<file path="config.mk">
export PLATFORM = sky130hd
export DESIGN_NAME = alu_op_decoder
export DESIGN_NICKNAME = d
export VERILOG_FILES = /design/src/rtl/alu_op_decoder.sv
export SDC_FILE = /design/constraint.sdc
export NUM_CORES = 1
export LEC_CHECK = 0
export ABC_CLOCK_PERIOD_IN_PS = 4000
export CAP_MARGIN = 20
export CORE_MARGIN = 2
export CORE_UTILIZATION = 29
export CTS_CLUSTER_SIZE = 40
export DETAILED_ROUTE_END_ITERATION = 10
export GPL_TIMING_DRIVEN = 1
export MAX_ROUTING_LAYER = met4
export PLACE_DENSITY = 0.59
export SLEW_MARGIN = 30
export SYNTH_ARGS = -nofsm -noshare
export SYNTH_HDL_FRONTEND = slang
export SYNTH_SLANG_ARGS = --single-unit
export TNS_END_PERCENT = 100
</file>
<file path="constraint.sdc">
create_clock -name clk -period 4 [get_ports clk]
set_input_delay 0.8 -clock clk [delete_from_list [all_inputs] [get_ports clk]]
set_output_delay 0.8 -clock clk [all_outputs]
set_load 0.01 [all_outputs]
</file>
<file path="src/rtl/alu_op_decoder.sv">
// MIPS32 decode stage: turns instruction words into an ALU control bundle and
// buffers decoded bundles in a 2-entry skid FIFO with a registered in_ready.
module alu_op_decoder #(
  parameter int unsigned ILLEGAL_CNT_W = 8
) (
  input  logic                     clk,
  input  logic                     rst_n,
  input  logic                     flush,
  input  logic                     in_valid,
  input  logic [31:0]              in_instr,
  output logic                     in_ready,
  output logic                     out_valid,
  input  logic                     out_ready,
  output logic [3:0]               alu_sel,
  output logic                     sign,
  output logic                     carry_in,
  output logic                     a_src,
  output logic [1:0]               b_src,
  output logic [31:0]              imm,
  output logic [4:0]               rs,
  output logic [4:0]               rt,
  output logic [4:0]               dst,
  output logic                     reg_write,
  output logic                     illegal,
  output logic [ILLEGAL_CNT_W-1:0] illegal_count
);

  typedef enum logic [3:0] {
    ALU_ADD = 4'h0,
    ALU_SUB = 4'h1,
    ALU_MUL = 4'h2,
    ALU_LUI = 4'h3,
    ALU_SLL = 4'h4,
    ALU_SRL = 4'h5,
    ALU_SRA = 4'h7,
    ALU_AND = 4'h8,
    ALU_OR  = 4'h9,
    ALU_XOR = 4'hA,
    ALU_NOR = 4'hB,
    ALU_CLZ = 4'hC,
    ALU_CLO = 4'hD,
    ALU_SLT = 4'hE,
    ALU_SEQ = 4'hF
  } alu_op_e;

  typedef enum logic [1:0] {
    B_RT    = 2'd0,
    B_SIMM  = 2'd1,
    B_ZIMM  = 2'd2,
    B_SHAMT = 2'd3
  } b_src_e;

  typedef enum logic [5:0] {
    OP_SPECIAL  = 6'h00,
    OP_BEQ      = 6'h04,
    OP_BNE      = 6'h05,
    OP_ADDI     = 6'h08,
    OP_ADDIU    = 6'h09,
    OP_SLTI     = 6'h0A,
    OP_SLTIU    = 6'h0B,
    OP_ANDI     = 6'h0C,
    OP_ORI      = 6'h0D,
    OP_XORI     = 6'h0E,
    OP_LUI      = 6'h0F,
    OP_SPECIAL2 = 6'h1C,
    OP_LW       = 6'h23,
    OP_SW       = 6'h2B
  } opcode_e;

  typedef struct packed {
    alu_op_e     alu_sel;
    logic        sign;
    logic        carry_in;
    logic        a_src;
    b_src_e      b_src;
    logic [31:0] imm;
    logic [4:0]  rs;
    logic [4:0]  rt;
    logic [4:0]  dst;
    logic        reg_write;
    logic        illegal;
  } bundle_t;

  logic [5:0]  f_op;
  logic [4:0]  f_rs;
  logic [4:0]  f_rt;
  logic [4:0]  f_rd;
  logic [4:0]  f_shamt;
  logic [5:0]  f_funct;
  logic [15:0] f_imm;
  logic [31:0] simm;
  logic [31:0] zimm;

  assign f_op    = in_instr[31:26];
  assign f_rs    = in_instr[25:21];
  assign f_rt    = in_instr[20:16];
  assign f_rd    = in_instr[15:11];
  assign f_shamt = in_instr[10:6];
  assign f_funct = in_instr[5:0];
  assign f_imm   = in_instr[15:0];
  assign simm    = {{16{f_imm[15]}}, f_imm};
  assign zimm    = {16'b0, f_imm};

  bundle_t dec;

  // Defaults describe the illegal bundle; each legal encoding overrides it.
  always_comb begin
    dec           = '0;
    dec.rs        = f_rs;
    dec.rt        = f_rt;
    dec.dst       = f_rd;
    dec.imm       = zimm;
    dec.illegal   = 1'b1;
    case (f_op)
      OP_SPECIAL: begin
        dec.illegal   = 1'b0;
        dec.reg_write = 1'b1;
        case (f_funct)
          6'h20: begin dec.alu_sel = ALU_ADD; dec.sign = 1'b1; end
          6'h21: dec.alu_sel = ALU_ADD;
          6'h22: begin dec.alu_sel = ALU_SUB; dec.sign = 1'b1; end
          6'h23: dec.alu_sel = ALU_SUB;
          6'h24: dec.alu_sel = ALU_AND;
          6'h25: dec.alu_sel = ALU_OR;
          6'h26: dec.alu_sel = ALU_XOR;
          6'h27: dec.alu_sel = ALU_NOR;
          6'h2A: begin dec.alu_sel = ALU_SLT; dec.sign = 1'b1; end
          6'h2B: dec.alu_sel = ALU_SLT;
          6'h00, 6'h02, 6'h03: begin
            dec.alu_sel = (f_funct == 6'h00) ? ALU_SLL :
                          (f_funct == 6'h02) ? ALU_SRL : ALU_SRA;
            dec.a_src   = 1'b1;
            dec.b_src   = B_SHAMT;
            dec.imm     = {27'b0, f_shamt};
          end
          6'h04, 6'h06, 6'h07: begin
            dec.alu_sel = (f_funct == 6'h04) ? ALU_SLL :
                          (f_funct == 6'h06) ? ALU_SRL : ALU_SRA;
            dec.a_src   = 1'b1;
          end
          default: begin
            dec.illegal   = 1'b1;
            dec.reg_write = 1'b0;
          end
        endcase
      end
      OP_SPECIAL2: begin
        dec.illegal   = 1'b0;
        dec.reg_write = 1'b1;
        case (f_funct)
          6'h02:   dec.alu_sel = ALU_MUL;
          6'h20:   dec.alu_sel = ALU_CLZ;
          6'h21:   dec.alu_sel = ALU_CLO;
          default: begin
            dec.illegal   = 1'b1;
            dec.reg_write = 1'b0;
          end
        endcase
      end
      OP_ADDI, OP_ADDIU, OP_SLTI, OP_SLTIU, OP_LW: begin
        dec.illegal   = 1'b0;
        dec.reg_write = 1'b1;
        dec.dst       = f_rt;
        dec.b_src     = B_SIMM;
        dec.imm       = simm;
        dec.alu_sel   = (f_op == OP_SLTI || f_op == OP_SLTIU) ? ALU_SLT : ALU_ADD;
        dec.sign      = (f_op == OP_ADDI || f_op == OP_SLTI);
      end
      OP_ANDI, OP_ORI, OP_XORI, OP_LUI: begin
        dec.illegal   = 1'b0;
        dec.reg_write = 1'b1;
        dec.dst       = f_rt;
        dec.b_src     = B_ZIMM;
        dec.alu_sel   = (f_op == OP_ANDI) ? ALU_AND :
                        (f_op == OP_ORI)  ? ALU_OR  :
                        (f_op == OP_XORI) ? ALU_XOR : ALU_LUI;
      end
      OP_SW: begin
        dec.illegal   = 1'b0;
        dec.dst       = f_rt;
        dec.b_src     = B_SIMM;
        dec.imm       = simm;
        dec.alu_sel   = ALU_ADD;
      end
      OP_BEQ, OP_BNE: begin
        dec.illegal   = 1'b0;
        dec.dst       = f_rt;
        dec.alu_sel   = ALU_SEQ;
      end
      default: ;
    endcase
  end

  // Skid buffer: e0 drives the outputs, e1 catches the word accepted while full-pending.
  bundle_t                  e0_q, e0_d;
  bundle_t                  e1_q, e1_d;
  logic [1:0]               cnt_q, cnt_d;
  logic                     in_ready_q, in_ready_d;
  logic [ILLEGAL_CNT_W-1:0] ill_cnt_q, ill_cnt_d;
  logic                     accept;
  logic                     deliver;

  always_comb begin
    e0_d      = e0_q;
    e1_d      = e1_q;
    cnt_d     = cnt_q;
    ill_cnt_d = ill_cnt_q;
    deliver   = (cnt_q != 2'd0) && out_ready;
    accept    = in_valid && in_ready_q && !flush;

    if (deliver && e0_q.illegal && (ill_cnt_q != '1)) begin
      ill_cnt_d = ill_cnt_q + 1'b1;
    end

    if (flush) begin
      cnt_d = 2'd0;
    end else begin
      case (cnt_q)
        2'd0: begin
          if (accept) begin
            e0_d  = dec;
            cnt_d = 2'd1;
          end
        end
        2'd1: begin
          if (accept && deliver) begin
            e0_d = dec;
          end else if (accept) begin
            e1_d  = dec;
            cnt_d = 2'd2;
          end else if (deliver) begin
            cnt_d = 2'd0;
          end
        end
        default: begin
          // in_ready is low whenever two entries are held, so only a drain can happen.
          if (deliver) begin
            e0_d  = e1_q;
            cnt_d = 2'd1;
          end
        end
      endcase
    end

    in_ready_d = (cnt_d != 2'd2);
  end

  always_ff @(posedge clk or negedge rst_n) begin
    if (!rst_n) begin
      e0_q       <= '0;
      e1_q       <= '0;
      cnt_q      <= '0;
      in_ready_q <= 1'b1;
      ill_cnt_q  <= '0;
    end else begin
      e0_q       <= e0_d;
      e1_q       <= e1_d;
      cnt_q      <= cnt_d;
      in_ready_q <= in_ready_d;
      ill_cnt_q  <= ill_cnt_d;
    end
  end

  assign in_ready      = in_ready_q;
  assign out_valid     = (cnt_q != 2'd0);
  assign alu_sel       = e0_q.alu_sel;
  assign sign          = e0_q.sign;
  assign carry_in      = e0_q.carry_in;
  assign a_src         = e0_q.a_src;
  assign b_src         = e0_q.b_src;
  assign imm           = e0_q.imm;
  assign rs            = e0_q.rs;
  assign rt            = e0_q.rt;
  assign dst           = e0_q.dst;
  assign reg_write     = e0_q.reg_write;
  assign illegal       = e0_q.illegal;
  assign illegal_count = ill_cnt_q;

endmodule

</file>
After elaboration in Yosys (flattened, before gate mapping)
Cells that the tools add are included.
Widths: inputs -> output; s select.
{ "totals": {"register_bits": 126, "input_bits": 37, "wordCells": 124} }
{ "classes": {"addsub": 1, "eq_ne": 33, "muxes": 34, "bitwise_logic": 2, "n_reduce_logical": 30} }
{ "ops": {"columns": ["op", "count"], "rows": [
  ["$mux 58", 3],
  ["$pmux 58 s2", 1],
  ["$eq 6x6->1 const B", 12],
  ["$pmux 32 s2", 1],
  ["$eq 6x4->1 const B", 8],
  ["$mux 34", 1],
  ["$pmux 4 s8", 1],
  ["$eq 6x3->1 const B", 5],
  ["$mux 2", 12],
  ["$pmux 4 s5", 1],
  ["$mux 4", 4],
  ["$reduce_or 16->1", 1],
  ["$eq 6x2->1 const B", 2],
  ["$logic_not 6->1", 2],
  ["$pmux 4 s3", 1],
  ["$reduce_or 12->1", 1],
  ["$reduce_or 3->1", 4],
  ["$reduce_or 6->1", 2],
  ["$reduce_or 9->1", 1],
  ["$add 8x1->8 const B", 1],
  ["$ne 8x8->1 const B", 1],
  ["$reduce_and 4->1", 2],
  ["$eq 6x5->1 const B", 1],
  ["$logic_and 1x1->1", 6],
  ["17 further kinds", 26]
]} }

Longest topological paths before layout
{ "logic_depth": {"depth_word": 8, "mapped_depth": 7, "ltp_nobuf": 6} }

Worst setup path before layout
Ideal clock, no wire load.
{ "synth_path": {"path_type": "input to register", "startpoint": "in in_instr[27]", "endpoint": "reg e0_q, in the netlist illegal", "setup_time_ps": 138, "t_arrival_ps": 2120, "required_ps": 3862, "slack_ps": 1742, "cell_stages": 6, "cell_sequence": "buf_6 -> or4_4 -> a2111oi_4 -> o21ai_2 -> nand3b_1 -> a31oi_1"} }
{ "synth_via": {"elab_chain_cells": 5, "word_cells_on_any_way": 19} }
{ "synth_rtl": {"columns": ["element", "line", "text"], "rows": [
  ["start, declared", "10", "input logic [31:0] in_instr,"],
  ["$eq 6x4->1, or another cell as far along", "114", "case (f_op)"],
  ["$reduce_or 12->1 (no line)", null, null],
  ["$pmux 1 s3 *", "114", null],
  ["$mux 58, on equally long branches", "226, 220", null],
  ["$pmux 58 s2 *", "218", "case (cnt_q)"],
  ["end signal, assigned", "250", "e0_q <= '0;"],
  ["end signal, assigned", "256", "e0_q <= e0_d;"],
  ["end, declared", "195", "bundle_t e0_q, e0_d;"]
]} }
Every way passes the cells marked *; elsewhere a longest branch is shown, timed or not. The select of a mux whose other input is x is not followed.
A chain may end at the register's enable or synchronous reset.

Worst setup path in the final report
{ "layout_path": {"startpoint": "in in_instr[3]", "endpoint": "reg e0_q, in the netlist b_src[1]"} }
{ "layout_via": {"elab_chain_cells": 6, "word_cells_on_any_way": 9} }
{ "layout_rtl": {"columns": ["element", "line", "text"], "rows": [
  ["$eq 6x2->1 or $logic_not 6->1 (tied branches)", "118", "case (f_funct)"],
  ["$reduce_or 3->1 *", "118", null],
  ["$mux 34 *", "118", null],
  ["$pmux 2 s3 *", "114", null],
  ["$mux 58, on equally long branches", "226, 220", null],
  ["$pmux 58 s2 *", "218", null]
]} }
Marks and branches as above.

==> qor.yml <==
max_stage_delay_ns: 0.65
dieArea_um2: 17000
syn_avg_cell_area_um2: 9.06
dieWidth_um: 131
final_area_um2: 6040
routedWlPerCell_um: 16.1
fin_skew_ns: 0.00597
dpl_cell_area_um2: 5750
crit_path_top_delay_cell: "clkdlybuf4s50_1"
start_util: 0.295
drc: 0
slew_headroom: 0.533
numCtsBuffers: 9
root_buffer: "clkbuf_16"
cap_violations: 0
vias: 3962
fin_crit_ns: 2.78
path_class: "input pin to register"
ys_async_sr_fraction: 1.00
overflow: 0
worstPathRequired_ns: 4.27
grt_pass1_vias: 3831
gp_congestion: 0.858
drt_wl_total_mm: 13.0
io_pins: 105
setup_viol: 0
crit_path_max_fanout: 13
avgViaCountPerCell: 4.92
synth.distinct_cells: 56
fp.dieH_um: 131
final_common_cell: "clkdlybuf4s50_1"
r2r-start: "cnt_q[1]"
layout_setup_ws_ns: 1.22
drtIter0Drc: 246
cp-start-kind: "input pin"
tightest_slew_ns: 0.700
synth_edf_count: 0
status: "finished clean"
grt_pass1_wl_mm: 20.8
tritoncts: "built"
core_um2: 15800
yosysTopAreaCell: "dfrtp_1"
slew_violations: 0
grt_start_max_net_pins: 76
fin_tns_setup_ns: 0
worstHoldStart: "e1_q[11]"
syn2layout_area_growth_pct: 30.1
rows: 46
critPathCaptureType: "register"
cts_setup_buffers: 0
ir_drop_v: 0.000233
yosysWarnings: 0
cts_num_sinks: 95
min_period_over_period: 0.694
syn_area_um2: 4650
diodes: 0
clk_path_buf_depth: 2
fin_nets: 624
antenna_found_initial: 0
cts-resized-gates: 0
synth_fp_nets: 551
ys.flop_type: "dfrtp_1"
grt_setup_unrepaired: "false"
insertion_delay_ns: 0.34
hold_buffers: 0
hold_viol_final: 0
pre_cts_ws_ns: 0.896
synth-seq-cells: 95
cp-startpoint: "in_instr[3]"
fill_cells: 1617
grtUsageTotal: 0.163
final_util: 0.383
final_cell_mix: "102 x clkdlybuf4s50_1, 100 x nand2_1, 94 x dfrtp_1"
cts.clk_slew.worst_paths_ns: 0.06
htree_levels: 3
synth_top_area_share: 0.506
syn_inst: 513
p_leak_uw: 0.00261
seq_area_um2: 2380
io_buffer_count: 103
dr.pass1.iters: 5
worstPathCellList: "clkdlybuf4s50_1, nor4_1, nand3_1, or2_1, and3_1, o21ai_1"
clock.fmax_ghz: 0.360
yosysSeqAreaShare: 0.512
min_path_type: "register to register"
p_per_area_nw_per_um2: 444
antenna_left: 0
dp_hpwl_mm: 9.13
multi_input_area_um2: 1990
crit_arrival_ns: 3.05
drive_gt1_frac: 0.0627
synth.area.top_cells: "dfrtp_1 51%, o21ai_0 8.6%, nand2_1 8.1%, a21oi_1 4.4%, mux2i_1 3.7%"
==> report_power, final <==
| group | leakage, µW | internal [µW] | total (µW) | switching, µW |
|---|---|---|---|---|
| combinational | 0.00125 | 293 | 575 | 282 |
| clock | 0.000143 | 499 | 856 | 357 |
| sequential | 0.00121 | 1140 | 1250 | 115 |
==> layer usage <==
layer	vias up	global-route usage	share of wire	routed length (µm)
met2	114	0.257	0.48	6260
met3	12	0.0391	0.048	627
met5	-	-	0	0
li1	1917	-	-	-
met1	1919	0.214	0.46	5950
met4	0	0.0357	0.014	178
==> cell usage after synthesis, drive strengths merged (6+ instances only) <==
library cell / count
a21oi: 42
a31oi: 6
and3: 21
buf: 23
clkbuf: 25
dfrtp: 94
inv: 8
mux2i: 17
nand2: 100
nand3: 12
nor2: 17
nor3: 6
o21ai: 83
==> through the flow <==
| stage | cells | total power (µW) | hold WS, ns |
|---|---|---|---|
| after global routing | 806 | 2840 | 0.492 |
| after CTS | 806 | 2720 | 0.477 |
| after detailed placement | 791 | 1860 | 0.462 |
| after floorplan | 513 | 1520 | 0.442 |
| after global placement | 791 | 1830 | 0.452 |
| final | 806 | 2680 | 0.474 |
==> sequential cells by signal (all words and copies together) (netlist names) <==
| register | flops |
|---|---|
| rt | 5 |
| illegal_count | 8 |
| b_src | 2 |
| dst | 5 |
| in_ready | 1 |
| illegal | 1 |
| alu_sel | 4 |
| sign | 1 |
| reg_write | 1 |
| rs | 5 |
| a_src | 1 |
| cnt_q | 2 |
| imm | 17 |
| e1_q | 42 |
==> cell families after synthesis <==
kind of cell / count (synthesis) / share of synthesized area
flip-flops: 95 / 0.512
adder cells (fa/ha/maj): 1 / 0.00269
other: 1 / 0.000807
XOR/XNOR: 8 / 0.0151
buffers and inverters: 56 / 0.0617
multiplexers: 18 / 0.0391
AO/OA/AOI/OAI: 150 / 0.182
AND/OR/NAND/NOR: 184 / 0.187
==> area by class of cell <==
cell class,instances,share of cell area
clock buffer,12,0.0408
clock inverter,3,0.00724
inverter,8,0.00497
multi-input combinational,362,0.329
sequential,95,0.393
tap,216,0.0447
timing repair buffer,110,0.179
==> worst max-delay path, delay by kind of cell <==
kind | cells | cell delay, ns
buffers and inverters | 1 | 0.65
AND/OR/NAND/NOR | 4 | 1.47
AO/OA/AOI/OAI | 1 | 0.11
==> final timing paths <==
path / endpoint / slack [ns] / depth (start not counted)
setup / recovery: b_src[1] / 1.22 / 6
hold / removal: e1_q[11] / 0.47 / 2
setup reg to reg: imm[10] / 1.42 / 4
hold reg to reg: e1_q[11] / 0.47 / 2
max in group asynchronous: a_src / 2.75 / 2
min in group asynchronous: illegal_count[2] / 0.48 / 1
No activity file was read; power rests on OpenSTA's default activity.
